$ cat src/rtl/calc_pkg.sv
// Shared definitions for the 4-bit calculator: opcodes, sequencer states and
// the default pass-count ceiling.
package calc_pkg;

  localparam logic [1:0] OP_ADD = 2'b00;
  localparam logic [1:0] OP_SUB = 2'b01;
  localparam logic [1:0] OP_MUL = 2'b10;
  localparam logic [1:0] OP_DIV = 2'b11;

  localparam int MAX_PASSES_DEF = 7;

  typedef enum logic [1:0] {
    ST_IDLE = 2'b00,
    ST_EXEC = 2'b01,
    ST_DONE = 2'b10
  } state_e;

endpackage

$ cat src/rtl/pass_counter.sv
// 3-bit loadable down-counter; last_o flags the final pass of an operation.
module pass_counter (
  input  logic       clk,
  input  logic       rst,
  input  logic       load_i,
  input  logic [2:0] load_val_i,
  input  logic       dec_i,
  output logic       last_o
);

  logic [2:0] count_q;

  always_ff @(posedge clk or posedge rst) begin
    if (rst)                         count_q <= 3'd0;
    else if (load_i)                 count_q <= load_val_i;
    else if (dec_i && count_q != 0)  count_q <= count_q - 3'd1;
  end

  assign last_o = (count_q == 3'd1);

endmodule

$ cat src/rtl/arith_sequencer.sv
// Sequences the add/sub/mul/div datapath: latches operands, runs 1..N passes
// feeding the result back into z, then holds result and sticky flags.
module arith_sequencer
  import calc_pkg::*;
#(
  parameter int MAX_PASSES = MAX_PASSES_DEF
) (
  input  logic       clk,
  input  logic       rst,
  input  logic       start,
  input  logic       abort,
  input  logic [1:0] op,
  input  logic [3:0] a,
  input  logic [3:0] b,
  input  logic [7:0] z_in,
  input  logic [2:0] passes,
  output logic [3:0] dp_x,
  output logic [3:0] dp_y,
  output logic [3:0] dp_ynot,
  output logic [7:0] dp_z,
  output logic [1:0] dp_op,
  input  logic [7:0] dp_result,
  input  logic       dp_as_ovf,
  input  logic [1:0] dp_md_ovf,
  output logic [7:0] result,
  output logic       as_ovf,
  output logic [1:0] md_ovf,
  output logic       busy,
  output logic       done
);

  localparam logic [2:0] MAX_P = 3'(MAX_PASSES);

  state_e     state_q, state_d;
  logic [3:0] dp_x_q, dp_y_q, dp_ynot_q;
  logic [7:0] dp_z_q, result_q;
  logic [1:0] dp_op_q, md_ovf_q;
  logic       as_ovf_q;
  logic       load, dec, capture, feed, last;
  logic [2:0] eff_passes, load_val;

  // Zero passes means one; anything above the ceiling is clamped.
  always_comb begin
    eff_passes = passes;
    if (passes == 3'd0)     eff_passes = 3'd1;
    else if (passes > MAX_P) eff_passes = MAX_P;
    load_val = op[1] ? eff_passes : 3'd1;
  end

  pass_counter u_cnt (
    .clk        (clk),
    .rst        (rst),
    .load_i     (load),
    .load_val_i (load_val),
    .dec_i      (dec),
    .last_o     (last)
  );

  always_ff @(posedge clk or posedge rst) begin
    if (rst) state_q <= ST_IDLE;
    else     state_q <= state_d;
  end

  always_comb begin
    state_d = state_q;
    load    = 1'b0;
    dec     = 1'b0;
    capture = 1'b0;
    feed    = 1'b0;
    busy    = 1'b0;
    done    = 1'b0;
    case (state_q)
      ST_IDLE: begin
        if (start && !abort) begin
          load    = 1'b1;
          state_d = ST_EXEC;
        end
      end
      ST_EXEC: begin
        busy = 1'b1;
        // Abort outranks completion and leaves result/flags untouched.
        if (abort) begin
          state_d = ST_IDLE;
        end else begin
          dec     = 1'b1;
          capture = 1'b1;
          if (last) state_d = ST_DONE;
          else      feed    = 1'b1;
        end
      end
      ST_DONE: begin
        busy    = 1'b1;
        done    = 1'b1;
        state_d = ST_IDLE;
      end
      default: state_d = ST_IDLE;
    endcase
  end

  // Drive registers only move on load and z feedback so the display is stable.
  always_ff @(posedge clk or posedge rst) begin
    if (rst) begin
      dp_op_q   <= 2'b00;
      dp_x_q    <= 4'd0;
      dp_y_q    <= 4'd0;
      dp_ynot_q <= 4'd0;
      dp_z_q    <= 8'd0;
    end else if (load) begin
      dp_op_q   <= op;
      dp_x_q    <= a;
      dp_y_q    <= b;
      dp_ynot_q <= ~b + 4'd1;
      dp_z_q    <= z_in;
    end else if (feed) begin
      dp_z_q    <= dp_result;
    end
  end

  always_ff @(posedge clk or posedge rst) begin
    if (rst) begin
      result_q <= 8'd0;
      as_ovf_q <= 1'b0;
      md_ovf_q <= 2'b00;
    end else if (load) begin
      as_ovf_q <= 1'b0;
      md_ovf_q <= 2'b00;
    end else if (capture) begin
      result_q <= dp_result;
      as_ovf_q <= as_ovf_q | dp_as_ovf;
      md_ovf_q <= md_ovf_q | dp_md_ovf;
    end
  end

  assign dp_x    = dp_x_q;
  assign dp_y    = dp_y_q;
  assign dp_ynot = dp_ynot_q;
  assign dp_z    = dp_z_q;
  assign dp_op   = dp_op_q;
  assign result  = result_q;
  assign as_ovf  = as_ovf_q;
  assign md_ovf  = md_ovf_q;

endmodule

$ cat config.mk
export PLATFORM = sky130hd
export DESIGN_NAME = arith_sequencer
export DESIGN_NICKNAME = d
export VERILOG_FILES = /design/src/rtl/calc_pkg.sv /design/src/rtl/pass_counter.sv /design/src/rtl/arith_sequencer.sv
export SDC_FILE = /design/constraint.sdc
export NUM_CORES = 1
export LEC_CHECK = 0
export ABC_CLOCK_PERIOD_IN_PS = 1650
export BUFFER_PORTS_ARGS = -buffer_cell sky130_fd_sc_hd__buf_4
export CAP_MARGIN = 10
export CORE_UTILIZATION = 43
export DETAILED_ROUTE_END_ITERATION = 10
export PLACE_DENSITY = 0.75
export SETUP_SLACK_MARGIN = 0.15
export SYNTH_ARGS = -nofsm -noshare
export SYNTH_HDL_FRONTEND = slang
export SYNTH_SLANG_ARGS = --single-unit
$ cat constraint.sdc
create_clock -name clk -period 1.65 [get_ports clk]
set_input_delay 0.0825 -clock clk [delete_from_list [all_inputs] [get_ports clk]]
set_output_delay 0.0825 -clock clk [all_outputs]
set_load 0.05 [all_outputs]
Word level (Yosys, flattened, before mapping)
Cells that the tools add are included.
W data, S select, Z words.
{"block": "word_totals", "register_bits": 38, "out_inout_bits": 35, "wordCells": 58}
{"block": "classes", "n_addsub": 2, "magnitude_cmp": 1, "eq_ne": 5, "muxes": 24, "bitwise_logic": 4, "reduce_logical": 12}
{"operator": "$mux W8", "count": 2}
{"operator": "$mux W3", "count": 5}
{"operator": "$mux W1", "count": 11}
{"operator": "$mux W2", "count": 5}
{"operator": "$reduce_bool A2 Y1", "count": 3}
{"operator": "$add A4 B1 Y4 const B", "count": 1}
{"operator": "$not A4 Y4", "count": 1}
{"operator": "$pmux W2 S2", "count": 1}
{"operator": "$reduce_and A2 Y1", "count": 2}
{"operator": "$eq A3 B1 Y1 const B", "count": 1}
{"operator": "$gt A3 B3 Y1 const B", "count": 1}
{"operator": "$logic_not A3 Y1", "count": 1}
{"operator": "$ne A3 B3 Y1 const B", "count": 1}
{"operator": "$reduce_bool A3 Y1", "count": 1}
{"operator": "$sub A3 B1 Y3 const B", "count": 1}
{"operator": "$eq A2 B1 Y1 const B", "count": 1}
{"operator": "$eq A2 B2 Y1 const B", "count": 1}
{"operator": "$logic_and A1 B1 Y1", "count": 2}
{"operator": "$logic_not A2 Y1", "count": 1}
{"operator": "$ne A2 B2 Y1 const B", "count": 1}
{"operator": "$or A2 B2 Y2", "count": 1}
{"operator": "$reduce_or A2 Y1", "count": 1}
{"operator": "$logic_not A1 Y1", "count": 1}
{"operator": "$not A1 Y1", "count": 1}
{"operator": "$or A1 B1 Y1", "count": 1}

Longest topological paths before layout
{"block": "depth", "word_depth": 6, "mapped_depth": 8, "mapped_depth_nobuf": 6}

Hierarchy
A second synthesis with hierarchy kept.
{"block": "hier_totals", "hier_cells": 158, "hier_area_um2": 1769.2}
{"module": "arith_sequencer", "instances": 1, "cells_per_inst": 133, "area_each_um2": 1544.0, "seq_area_each_um2": 850.8}
{"module": "pass_counter", "instances": 1, "cells_per_inst": 25, "area_each_um2": 225.2, "seq_area_each_um2": 75.1}

Worst setup path before layout
Ideal clock, no wire load.
{"block": "synth_path", "path_kind": "register -> register", "startpoint": "register state_q[0]", "endpoint": "register dp_z_q[0], in the netlist dp_z[0]", "setup_ps": 125, "arrival_ps": 1626, "t_required_ps": 1525, "path_slack_ps": -101, "stages_incl_launch_ff": 8, "n_path_buf": 1, "period_less_slack_ps": 1751, "cell_sequence": "dfrtp_1 > inv_1 > ha_1 > nand2_4 > nor2_4 > buf_6 > mux2_2 > mux2_2"}
{"block": "synth_via", "elab_chain_len": 3}
{"item": "start, declared", "line": "arith_sequencer.sv:34", "rtl": "state_e state_q, state_d;"}
{"item": "start signal, assigned", "line": "arith_sequencer.sv:61", "rtl": "else state_q <= state_d;"}
{"item": "$eq A2 B1 Y1 / $logic_not A2 Y1 (equally long branches)", "line": "arith_sequencer.sv:72", "rtl": "case (state_q)"}
{"item": "$mux W1", "line": "arith_sequencer.sv:72"}
{"item": "$reduce_bool A2 Y1 (no line) / $mux W8 (equally long branches)"}
{"item": "end signal, assigned", "line": "arith_sequencer.sv:113", "rtl": "dp_z_q <= z_in;"}
{"item": "end signal, assigned", "line": "arith_sequencer.sv:115", "rtl": "dp_z_q <= dp_result;"}
{"item": "end, declared", "line": "arith_sequencer.sv:36", "rtl": "logic [7:0] dp_z_q, result_q;"}
Parallel ways exist; a longest one is shown, timed or not.
A chain may end at the register's enable or synchronous reset.

Worst setup path after layout
{"block": "layout_path", "startpoint": "register state_q[1]", "endpoint": "register dp_z_q[4], in the netlist dp_z[4]"}
Same word-level chain as after synthesis.

==> flow_summary_export.csv <==
group,metric,value,unit
synthesis,synthXorXnorAreaFrac,1.01,%
synthesis,synth.yosys.seq_area_share,53.3,%
power_and_ir_drop,peakVddDrop,1190,uV
detailed_routing,drt_iter0_markers,43,
synthesis,synth_area_per_cell,10.2,um^2
finish,syn2layout_area_growth,58.7,%
clock_tree,clock_sinks,37,
outcome,violations,"setup timing",
synthesis,netlist_instances,171,
synthesis,synthArstFlopShare,100,%
job,cap_violations,0,
clock_tree,h-tree-depth,2,
synthesis,synthSimpleGateAreaFrac,18.5,%
place,io_buffer_count,70,
global_routing,grt_pass1_vias,1700,
worst_setup_path,endpoint_kind,"flip-flop",
sta,fmaxAchievable,604,MHz
worst_setup_path,path_cells,"inv_2 > ha_4 > nand2_4 > nor2_4 > buf_12 > mux2_2 > mux2_2",
power_and_ir_drop,power_density,2140,nW/um^2
worst_setup_path,rr_worst_depth,7,
worst_setup_path,slowest_delay,0.40,ns
worst_hold_path,hold_path_end,"result[6]",
worst_setup_path,cp-start-kind,"flip-flop",
sta,fin_crit,1.66,ns
global_routing,grt_pass1_wl,7530,um
sta,setup_slack,-0.00673,ns
floorplanning,ios,71,
clock_tree,clk_pin_slew,0.07,ns
worst_hold_path,holdPathStages,3,
sta,maxSlewHeadroom,69.3,%
clock_tree,numCtsBuffers,5,
worst_setup_path,r2r-end,"dp_z[4]",
outcome,status,"complete, but fails checks",
worst_hold_path,hold_path.class,"in2reg",
worst_setup_path,crit_top_cell,"mux2_2",
floorplanning,die-height,65.6,um
finish,layout-drive-gt1-share,47.8,%
synthesis,post_synth_main_area_contributors,"dfrtp_1 (53%), nand2_1 (13%), mux2_2 (10%), ha_1 (5.0%), o21ai_0 (2.0%)",
synthesis,synth_top_family_by_area,"simple AND/OR/NAND/NOR gates",
synthesis,syn-cell-area,1740,um^2
floorplanning,rows,22,
place,globalplace.congestion,0.895,
clock_tree,worstSkewPairLatency,0.29,ns
worst_setup_path,cp_max_fo,10,
detailed_routing,num_vias,1641,
synthesis,synth_top_area_share,53.3,%
sta,slew_viol_final,0,
synthesis,synth_ff_type,"dfrtp_1",
synthesis,yosys_warnings,0,
place,preCtsSetupSlack,-0.0553,ns
sta,post-route-period-util,100,%
detailed_routing,wl_per_cell,14.7,um
synthesis,synth-edff-count,0,
floorplanning,start_util,46.1,%
detailed_routing,drt-vias-per-instance,5.06,
sta,hold_violations,0,
floorplanning,die_w,65.6,um
global_routing,grt_antenna_before_repair,0,
power_and_ir_drop,power,5.90,mW
detailed_routing,antenna_left,0,
finish,nets,318,
worst_hold_path,hp-start,"dp_result[6]",
finish,fillers,264,
synthesis,synth_compound_area_share,7.63,%
sta,final-setup-viol-count,3,
synthesis,synthAdderAreaFrac,5.04,%
synthesis,synthesis.nets,214,
detailed_routing,wl,4750,um
floorplanning,die_area,4300,um^2
global_routing,grt.overflow.total,0,
floorplanning,core_area,3770,um^2
sta,rsz0062_at_grt,"true",
worst_setup_path,arrival,1.82,ns
synthesis,ys_seq_elements,37,
clock_tree,cts_buffer_depth,2,
detailed_routing,drc,0,
sta,worst_pin_slew,0.461,ns
detailed_routing,dr.pass1.iters,4,
worst_setup_path,r2r_slack,-0.007,ns
global_routing,track_usage,24.0,%
synthesis,muxShareOfSynthArea,10.4,%
sta,fin_worst_skew,0.00637,ns
power_and_ir_drop,leakagePower,1.42,nW
worst_setup_path,crit_slowest_cell,"dfrtp_1",
synthesis,yosysTopAreaCell,"dfrtp_1",
global_routing,grt_max_degree,38,
worst_setup_path,reg2reg_from,"state_q[1]",
finish,diodes,0,
worst_setup_path,critical_path_class,"reg2reg",
clock_tree,cts_root_buffer,"clkbuf_8",
worst_setup_path,required,1.82,ns
clock_tree,cts_tree,"yes",
synthesis,synth_cell_type_count,30,
place,dp_hpwl,3240,um
sequential cells by signal, summed over array words and instances, names as in the netlist:
register,flops
as_ovf,1
dp_op,2
dp_x,4
dp_y,4
dp_ynot,3
dp_z,8
md_ovf,2
result,8
state_q,2
u_cnt.count_q,3
power by group:
part	internal, mW	switching [mW]	total, mW
logic	1.36	2.34	3.70
registers	1.34	0.260	1.60
clock network	0.300	0.301	0.601
total	2.99	2.90	5.90
cell families after synthesis:
| kind of cell | after synthesis |
|---|---|
| AND/OR/NAND/NOR | 74 |
| flip-flops | 37 |
| AO/OA/AOI/OAI | 20 |
| multiplexers | 16 |
| buffers and inverters | 15 |
| adder cells (fa/ha/maj) | 7 |
| XOR/XNOR | 2 |
worst max path at each step:
stage | from | to | slack (ns)
after global routing | state_q[1] | dp_z[4] | -0.08
final | state_q[1] | dp_z[4] | -0.007
after global placement | state_q[1] | dp_z[5] | -0.005
after CTS | state_q[1] | dp_z[4] | 0.008
after floorplan | state_q[0] | dp_z[0] | 0.01
after detailed placement | state_q[1] | dp_z[4] | -0.06
cell usage in the layout (no fill, tap or decap), types with 2 or more instances in the layout:
cell type,instances
a31oi_1,2
dfrtp_1,37
clkbuf_1,3
and2_4,2
a21oi_1,2
clkbuf_8,5
nand2_1,54
inv_1,6
nand3_1,4
ha_1,4
buf_6,5
a22o_1,3
ha_2,2
xor2_1,2
dlygate4sd3_1,11
inv_2,3
o21ai_0,6
nand2_2,4
buf_12,3
buf_4,84
mux2_2,15
final cells by class:
| class | instances | area, um^2 | area share (%) |
|---|---|---|---|
| Tap cell | 48 | 60.1 | 2.18 |
| Sequential cell | 37 | 926 | 33.6 |
| Multi-Input combinational cell | 119 | 802 | 29.1 |
| Inverter | 9 | 33.8 | 1.22 |
| Timing Repair Buffer | 103 | 857 | 31.1 |
| Clock buffer | 8 | 80.1 | 2.90 |
critical path: cells and delay by family (launching register included):
kind,cells,cell delay (ns)
multiplexers,2,0.60
flip-flops,1,0.40
buffers and inverters,2,0.23
AND/OR/NAND/NOR,2,0.17
adder cells (fa/ha/maj),1,0.15
per-layer routing:
layer | wire [um] | vias to the layer above | global-route usage, %
li1 | - | 767 | -
met2 | 2480 | 64 | 40.1
met3 | 254 | 14 | 5.90
met4 | 137 | 0 | 13.0
met1 | 1880 | 796 | 28.0
met5 | 0 | - | 0
synth_stat cells (2+ instances only):
cell / instances
nand2_1: 58
xor2_1: 2
nand2b_1: 2
a31oi_1: 2
ha_1: 7
buf_2: 4
a21oi_1: 2
a22o_1: 3
inv_1: 9
dfrtp_1: 37
o21ai_0: 7
nand3_1: 4
and2_1: 2
mux2_2: 16
through the flow:
stage	std cells	hold WS, ns	cell area [um^2]	util (%)	TNS (ns)
CTS	320	0.00162	2660	70.6	0
floorplan	171	0.188	1750	-	0
global placement	298	0.226	2430	64.6	-0.0346
finish	324	0.00452	2760	73.2	-0.00957
detailed placement	298	0.221	2430	64.6	-0.313
global route	324	0.00969	2760	73.2	-0.566
timing repair:
item	in CTS	in global routing
hold buffers	11	0
setup endpoints to repair	20	22
setup buffers	3	4
gates resized for setup	1	21
pin swaps	1	1
endpoints found under the hold margin	47	0
Power figures use the tool's default switching activity.
